`config.mk`:
```
export PLATFORM = sky130hd
export DESIGN_NAME = random_range_gen_flat
export DESIGN_NICKNAME = d
export VERILOG_FILES = /design/src/rtl/random_range_gen_pkg.sv /design/src/rtl/random_range_gen_if.sv /design/src/rtl/random_range_gen_lfsr16.sv /design/src/rtl/random_range_gen.sv /design/src/flat_wrapper.sv
export SDC_FILE = /design/constraint.sdc
export NUM_CORES = 1
export LEC_CHECK = 0
export ABC_CLOCK_PERIOD_IN_PS = 5300
export BUFFER_PORTS_ARGS = -buffer_cell sky130_fd_sc_hd__buf_2
export CAP_MARGIN = 20
export CORE_MARGIN = 2
export CORE_UTILIZATION = 55
export CTS_BUF_LIST = sky130_fd_sc_hd__clkbuf_8
export CTS_CLUSTER_SIZE = 20
export DETAILED_ROUTE_END_ITERATION = 16
export PLACE_DENSITY = 0.85
export SYNTH_ARGS = -nofsm -noshare
export SYNTH_HDL_FRONTEND = slang
export SYNTH_SLANG_ARGS = --single-unit
```
`constraint.sdc`:
```
create_clock -name clk -period 5.3 [get_ports clk]
set_input_delay 1.06 -clock clk [delete_from_list [all_inputs] [get_ports clk]]
set_output_delay 1.06 -clock clk [all_outputs]
set_load 0.005 [all_outputs]
```
`src/rtl/random_range_gen_pkg.sv`:
```
// Shared types and constants for the random range generator.
// Holds the FSM state encoding, LFSR taps and rejection limit.
package random_range_pkg;

  typedef enum logic [1:0] {
    IDLE,
    DIVIDE,
    DONE
  } state_t;

  localparam logic [15:0] LFSR_TAPS     = 16'hB400;
  localparam int          DEFAULT_WIDTH = 16;
  localparam int          MAX_REJECTS   = 3;

endpackage

```
`src/rtl/random_range_gen_if.sv`:
```
// Request/response bundle between the game controller and the range generator.
// The controller side uses the master modport, the generator the slave modport.
interface random_range_gen_if #(
  parameter int WIDTH = random_range_pkg::DEFAULT_WIDTH
);

  logic             req;
  logic [WIDTH-1:0] min;
  logic [WIDTH-1:0] max;
  logic             ready;
  logic             valid;
  logic [WIDTH-1:0] rand_out;

  modport master (output req, min, max, input ready, valid, rand_out);
  modport slave  (input req, min, max, output ready, valid, rand_out);

endinterface

```
`src/rtl/random_range_gen_lfsr16.sv`:
```
// Free-running 16-bit Galois LFSR (right shift); never enters the all-zero state.
// A zero SEED would lock up the register, so it is replaced by 1.
module lfsr16
  import random_range_pkg::*;
#(
  parameter logic [15:0] SEED = 16'hACE1
) (
  input  logic        clk,
  input  logic        reset,
  output logic [15:0] value
);

  localparam logic [15:0] SEED_EFF = (SEED == 16'h0000) ? 16'h0001 : SEED;

  always_ff @(posedge clk) begin
    if (reset) value <= SEED_EFF;
    else       value <= (value >> 1) ^ (value[0] ? LFSR_TAPS : 16'h0000);
  end

endmodule

```
`src/rtl/random_range_gen.sv`:
```
// Maps the LFSR value into [min, max] via a 16-step restoring modulo, behind a req/ready/valid handshake.
// Optional macro RANDOM_RANGE_GEN_REJECT_REPEAT_EN: re-draw results that repeat the previous output.
module random_range_gen
  import random_range_pkg::*;
#(
  parameter int          WIDTH = DEFAULT_WIDTH,
  parameter logic [15:0] SEED  = 16'hACE1
) (
  input logic               clk,
  input logic               reset,
  random_range_gen_if.slave bus
);

  localparam logic [WIDTH:0] SPAN_ONE  = (WIDTH + 1)'(1);
  localparam logic [WIDTH:0] SPAN_FULL = {1'b1, {WIDTH{1'b0}}};
  localparam logic [4:0]     LAST_STEP = 5'(WIDTH - 1);

  state_t           state, next_state;
  logic [15:0]      lfsr_value;
  logic [4:0]       count;
  logic [WIDTH-1:0] dvd_q, rem_q, min_q, rand_q;
  logic [WIDTH-1:0] degen_result, rem_next, result;
  logic [WIDTH:0]   span_q, span_in, trial;
  logic             valid_q, accept, degenerate, last_step;
  logic             reject_now, reject_q;

  lfsr16 #(.SEED(SEED)) u_lfsr (
    .clk   (clk),
    .reset (reset),
    .value (lfsr_value)
  );

  assign accept       = bus.req && (state == IDLE);
  assign span_in      = {1'b0, bus.max} - {1'b0, bus.min} + SPAN_ONE;
  assign degenerate   = (bus.max < bus.min) || (span_in == SPAN_ONE) || (span_in == SPAN_FULL);
  assign degen_result = ((bus.max >= bus.min) && (span_in == SPAN_FULL)) ? lfsr_value : bus.min;

  // Partial remainder stays below span, so it always fits WIDTH bits.
  assign trial     = {rem_q, dvd_q[WIDTH-1]};
  assign rem_next  = WIDTH'((trial >= span_q) ? (trial - span_q) : trial);
  assign last_step = (count == LAST_STEP);
  assign result    = rem_next + min_q;

  assign bus.ready    = reset || (state == IDLE);
  assign bus.valid    = valid_q;
  assign bus.rand_out = rand_q;

  always_ff @(posedge clk) begin
    if (reset) state <= IDLE;
    else       state <= next_state;
  end

  always_comb begin
    next_state = state;
    case (state)
      IDLE:    if (accept) next_state = degenerate ? DONE : DIVIDE;
      DIVIDE:  if (last_step) next_state = DONE;
      DONE:    next_state = reject_q ? DIVIDE : IDLE;
      default: next_state = IDLE;
    endcase
  end

  // Result and valid are registered on entry to DONE so both are visible during DONE.
  always_ff @(posedge clk) begin
    if (reset) begin
      count   <= '0;
      dvd_q   <= '0;
      rem_q   <= '0;
      min_q   <= '0;
      span_q  <= '0;
      rand_q  <= '0;
      valid_q <= 1'b0;
    end else begin
      valid_q <= 1'b0;
      case (state)
        IDLE: begin
          if (accept) begin
            min_q  <= bus.min;
            span_q <= span_in;
            dvd_q  <= lfsr_value;
            rem_q  <= '0;
            count  <= '0;
            if (degenerate) begin
              rand_q  <= degen_result;
              valid_q <= 1'b1;
            end
          end
        end
        DIVIDE: begin
          rem_q <= rem_next;
          dvd_q <= dvd_q << 1;
          count <= count + 5'd1;
          if (last_step && !reject_now) begin
            rand_q  <= result;
            valid_q <= 1'b1;
          end
        end
        DONE: begin
          if (reject_q) begin
            dvd_q <= lfsr_value;
            rem_q <= '0;
            count <= '0;
          end
        end
        default: ;
      endcase
    end
  end

`ifdef RANDOM_RANGE_GEN_REJECT_REPEAT_EN
  logic       have_prev;
  logic [1:0] rejects;

  assign reject_now = have_prev && (span_q > SPAN_ONE) && (result == rand_q) &&
                      (rejects < 2'(MAX_REJECTS));

  // A repeat is only judged once a result has been delivered since reset.
  always_ff @(posedge clk) begin
    if (reset) begin
      have_prev <= 1'b0;
      rejects   <= '0;
      reject_q  <= 1'b0;
    end else begin
      have_prev <= have_prev || valid_q;
      reject_q  <= (state == DIVIDE) && last_step && reject_now;
      if (accept)                            rejects <= '0;
      else if ((state == DONE) && reject_q)  rejects <= rejects + 2'd1;
    end
  end
`else
  assign reject_now = 1'b0;
  assign reject_q   = 1'b0;
`endif

endmodule

```
`src/flat_wrapper.sv`:
```
// flat-port wrapper written by rule: the top's interface ports become plain ports
module random_range_gen_flat import random_range_pkg::*;
#(
  parameter int          WIDTH = DEFAULT_WIDTH,
  parameter logic [15:0] SEED  = 16'hACE1
)
  (clk, reset, bus_req, bus_min, bus_max, bus_ready, bus_valid, bus_rand_out);
  random_range_gen_if #(.WIDTH(WIDTH)) bus_i ();
  input logic clk;
  input logic reset;
  input wire logic [$bits(bus_i.req)-1:0] bus_req;
  input wire logic [$bits(bus_i.min)-1:0] bus_min;
  input wire logic [$bits(bus_i.max)-1:0] bus_max;
  output wire logic [$bits(bus_i.ready)-1:0] bus_ready;
  output wire logic [$bits(bus_i.valid)-1:0] bus_valid;
  output wire logic [$bits(bus_i.rand_out)-1:0] bus_rand_out;
  assign bus_i.req = bus_req;
  assign bus_i.min = bus_min;
  assign bus_i.max = bus_max;
  assign bus_ready = bus_i.ready;
  assign bus_valid = bus_i.valid;
  assign bus_rand_out = bus_i.rand_out;
  random_range_gen #(.WIDTH(WIDTH), .SEED(SEED)) u_core (.clk(clk), .reset(reset), .bus(bus_i));
endmodule
```
==> parameters.txt <==
Parameter                              Value

Detailed routing
  Total routed wirelength    18900 microns
  Detailed-route via count    6686
  Iter 0 DRT Violations    587
  Routed wire length on met3    1170 microns
  M1 wire length    8290 microns
  Pre-Repair DR Iteration Count    5
  Count of antenna-violating nets left after detailed routing    0
  Top metal layer carrying routed signals    met4
  Via count normalized by instance count    6.08
  Met2 routed WL    8810 microns
  Post-route DRC    0
  Detailed-route wire length per cell    17.2 microns

Power
  Peak supply drop    0.000279 V
  Proportion of power drawn by the clock network    22.1%
  Power density over cell area    299 nW/um^2
  Internal power consumption    1.41 mW
  Switching power as a share of total power    39.7%
  Total net switching power    931 uW
  Share of power burned in registers    38.1%
  Leakage power summed over all cells    3.39 nW
  Combinational Power Share    39.8%

Yosys
  Instance count of the mapped netlist    895
  Top area cells in the synthesized netlist    dfxtp_1 (29%), ha_1 (12%), a21oi_1 (7.0%)
  Number of distinct standard cells referenced by the synthesized netlist    69
  Synth warnings    0
  Syn_nets    1007
  Fraction of synthesized cell area taken by the top area cell type    29.0%
  Yosys reg bits    105
  Average instance area after synthesis    8.09 sq um
  Predominant post-synthesis flop cell    dfxtp_1
  Area leader, netlist    dfxtp_1
  Number of synthesized flops with an enable pin    0
  Async S/R FF share, synth    0%
  Synth Cell Area    7240 sq um
  Portion of the post-synthesis area used by sequential elements    29.0%

Worst setup path
  Critical Path Slowest Stage Cell    ha_1
  Critical Path RT    5.60 ns
  Maximum net fanout on the critical path    6
  Path depth of the worst reg2reg path    20
  Startpoint of the worst setup timing path    u_core.span_q[8]
  R2R Path End    u_core.bus.rand_out[15]
  Startpoint class of the critical path    flop
  Stage delay of the slowest cell on the critical path    0.39 ns
  Critical path cell sequence    inv_1, ha_1, a21oi_1, and3b_1, o211a_1, o31ai_2, nor2_1, a21oi_2, mux2_2, ha_1, a211oi_1, o21bai_1, a221o_1, a211oi_2, a21oi_1, a31oi_1, o21ai_0, xor3_1, nor2_1, o311a_1
  Number of buffer and inverter stages on the critical path    1
  Worst Setup End Kind    flop
  Gate family responsible for the most delay along the worst path    compound AO/OA/AOI/OAI gates
  Start of the worst register-to-register path    u_core.span_q[8]
  Critical setup path kind    reg -> reg
  Reg2reg setup slack    0.37 ns
  Arrival time of the worst setup path    5.23 ns

Global route
  Pin count of the biggest net entering global routing    88
  Number of global-route vias before repair    6210
  Global-route wire length before repair    30900 microns
  Overflow left after global routing    0
  Initial antenna violation count    0
  Total track usage    27.2%

Timing
  Fraction of the cycle the final worst path needs    92.9%
  Fin crit period    4.93 ns
  Final number of hold-violating endpoints    0
  Max-Slew Margin vs Limit    32.3%
  Sum Neg Setup Slack    0 ns
  Worst clock skew    0.0112 ns
  RSZ-0062 raised after global routing    false
  Min Hold Slack    0.461 ns
  Final Slew Violations    0
  Final setup vio count    0
  Least-Margin Pin Slew    1.01 ns
  Fmax    0.203 GHz

Finish
  Most common library cell in the layout ignoring fill and taps    nand2_1
  Number of diodes added for antenna fixing    0
  Layout cell share with drive strength beyond 1    13.2%
  Layout-stage area growth over the synthesis result    8.14%
  Layout net count    1034
  Number of fill cells    1185
  Most used cells in the layout excluding fill and tap cells    nand2_1 (111), dfxtp_1 (105), a21oi_1 (101), ha_1 (67), inv_1 (64)

CTS
  Latest clock arrival within the worst-skew pair    0.41 ns
  Total number of H-tree levels    3
  Maximum clock path buffer count    2
  Clock edge transition at the registers on the reported setup and hold paths    0.11 ns
  TritonCTS clock tree    yes
  Clock root buffer    clkbuf_8
  Total number of clock tree sinks    105
  Inserted Clock Buffers    9

Hold path
  Hold Path Stages    2
  Min-Delay Path Class    reg -> reg
  Worst Min Path Start    u_core.span_q[5]
  Worst Hold Endpoint    u_core.span_q[5]

Floorplan
  Area of the die    14100 sq um
  Starting Density    56.9%
  Total I/O pin count    53
  Y dimension of the die    119 microns
  Number of core rows    41
  Die width    119 microns
  Area of the core region    12700 sq um

Placed design
  Routability congestion estimate from global placement    0.920
  Detailed placer's ending HPWL    14000 microns
  PortBufs    52

Run status
  Result of the run    finished, final reports clean

Run
  Maximum Capacitance Violations    0
## worst reg2reg max path: stages (launching register included)
cell,delay (ns)
dfxtp_1,0.32
inv_1,0.06
ha_1,0.39
a21oi_1,0.15
and3b_1,0.19
o211a_1,0.15
o31ai_2,0.28
nor2_1,0.11
a21oi_2,0.19
mux2_2,0.39
ha_1,0.31
a211oi_1,0.31
o21bai_1,0.16
a221o_1,0.39
a211oi_2,0.28
a21oi_1,0.16
a31oi_1,0.26
o21ai_0,0.15
xor3_1,0.22
nor2_1,0.04
o311a_1,0.33
## worst max-delay path by stage
stage                                   end  cells past startpoint
floorplan           u_core.bus.rand_out[15]                     21
global placement    u_core.bus.rand_out[15]                     20
detailed placement  u_core.bus.rand_out[15]                     20
CTS                 u_core.bus.rand_out[15]                     20
global route        u_core.bus.rand_out[14]                     23
finish              u_core.bus.rand_out[15]                     20
## kinds of logic after synthesis
family / count (synthesis) / share of synthesized area, %
simple gates: 288 / 19.0
compound gates: 266 / 25.3
buf+inv: 112 / 6.27
flops: 105 / 29.0
fa+ha+maj: 77 / 14.3
xor+xnor: 40 / 5.04
mux: 7 / 1.07
## power by group through the flow
stage | registers, mW | logic [mW] | clock network (mW)
after detailed placement | 0.911 | 0.901 | 0
after floorplan | 0.899 | 0.683 | 0
final | 0.894 | 0.933 | 0.518
after CTS | 0.893 | 0.909 | 0.522
after global routing | 0.901 | 1.03 | 0.552
after global placement | 0.909 | 0.891 | 0
## through the flow
step	util, %	setup WS, ns	total power [mW]	instance area, sq um	cells
after floorplan	-	0.439	1.58	7240	895
after global placement	59.8	0.488	1.80	7610	1083
after detailed placement	59.8	0.274	1.81	7610	1083
after CTS	61.4	0.250	2.32	7810	1099
after global routing	61.6	0.0400	2.48	7830	1099
final	61.6	0.374	2.34	7830	1099
## flip-flops by register name, summed over array words and instances, names as in the netlist
| register | count |
|---|---|
| u_core.bus.rand_out | 16 |
| u_core.count | 5 |
| u_core.u_lfsr.value | 16 |
| u_core.min_q | 16 |
| u_core.bus.valid | 1 |
| u_core.rem_q | 16 |
| u_core.span_q | 17 |
| u_core.dvd_q | 16 |
| u_core.state | 2 |
## metal layers
layer,track usage (%),vias to the layer above
li1,-,3246
met4,8.78,0
met5,0,-
met1,36.3,3193
met3,4.97,39
met2,44.3,208
## area by class of cell
cell class / count / area [sq um] / area share, %
clock buffer: 9 / 124 / 1.58
clock inverter: 7 / 83.8 / 1.07
tap: 172 / 215 / 2.75
sequential: 105 / 2100 / 26.8
multi-input combinational: 678 / 4720 / 60.2
timing repair buffer: 64 / 350 / 4.47
inverter: 64 / 240 / 3.07
## what timing repair did
item                       CTS  global route
resized for setup            0             4
hold endpoints to repair     0             0
setup buffers                0             0
hold buffers                 0             0
setup endpoints to repair    0             2
## cells in the mapped netlist, drive strengths merged (2+ instances only)
master and number:
o21a 6, nand2 111, o2111a 2, o22ai 3
nand2b 11, fa 10, nor4 5, nor2b 14
nand3 39, o311a 2, o2111ai 2, and3 7
nor2 53, o21bai 5, o31ai 19, inv 64
a221o 2, o211ai 6, a221oi 3, mux2 6
nor3 4, xor2 15, dfxtp 105, a22oi 17
a31oi 7, buf 12, xnor2 24, a32o 15
a211oi 18, a21oi 104, o21ai 22, or2 10
clkbuf 36, ha 67, a21o 18, nor3b 2
nand4 20, a211o 2, and2 7, a2111oi 3
Power figures use the tool's default switching activity.
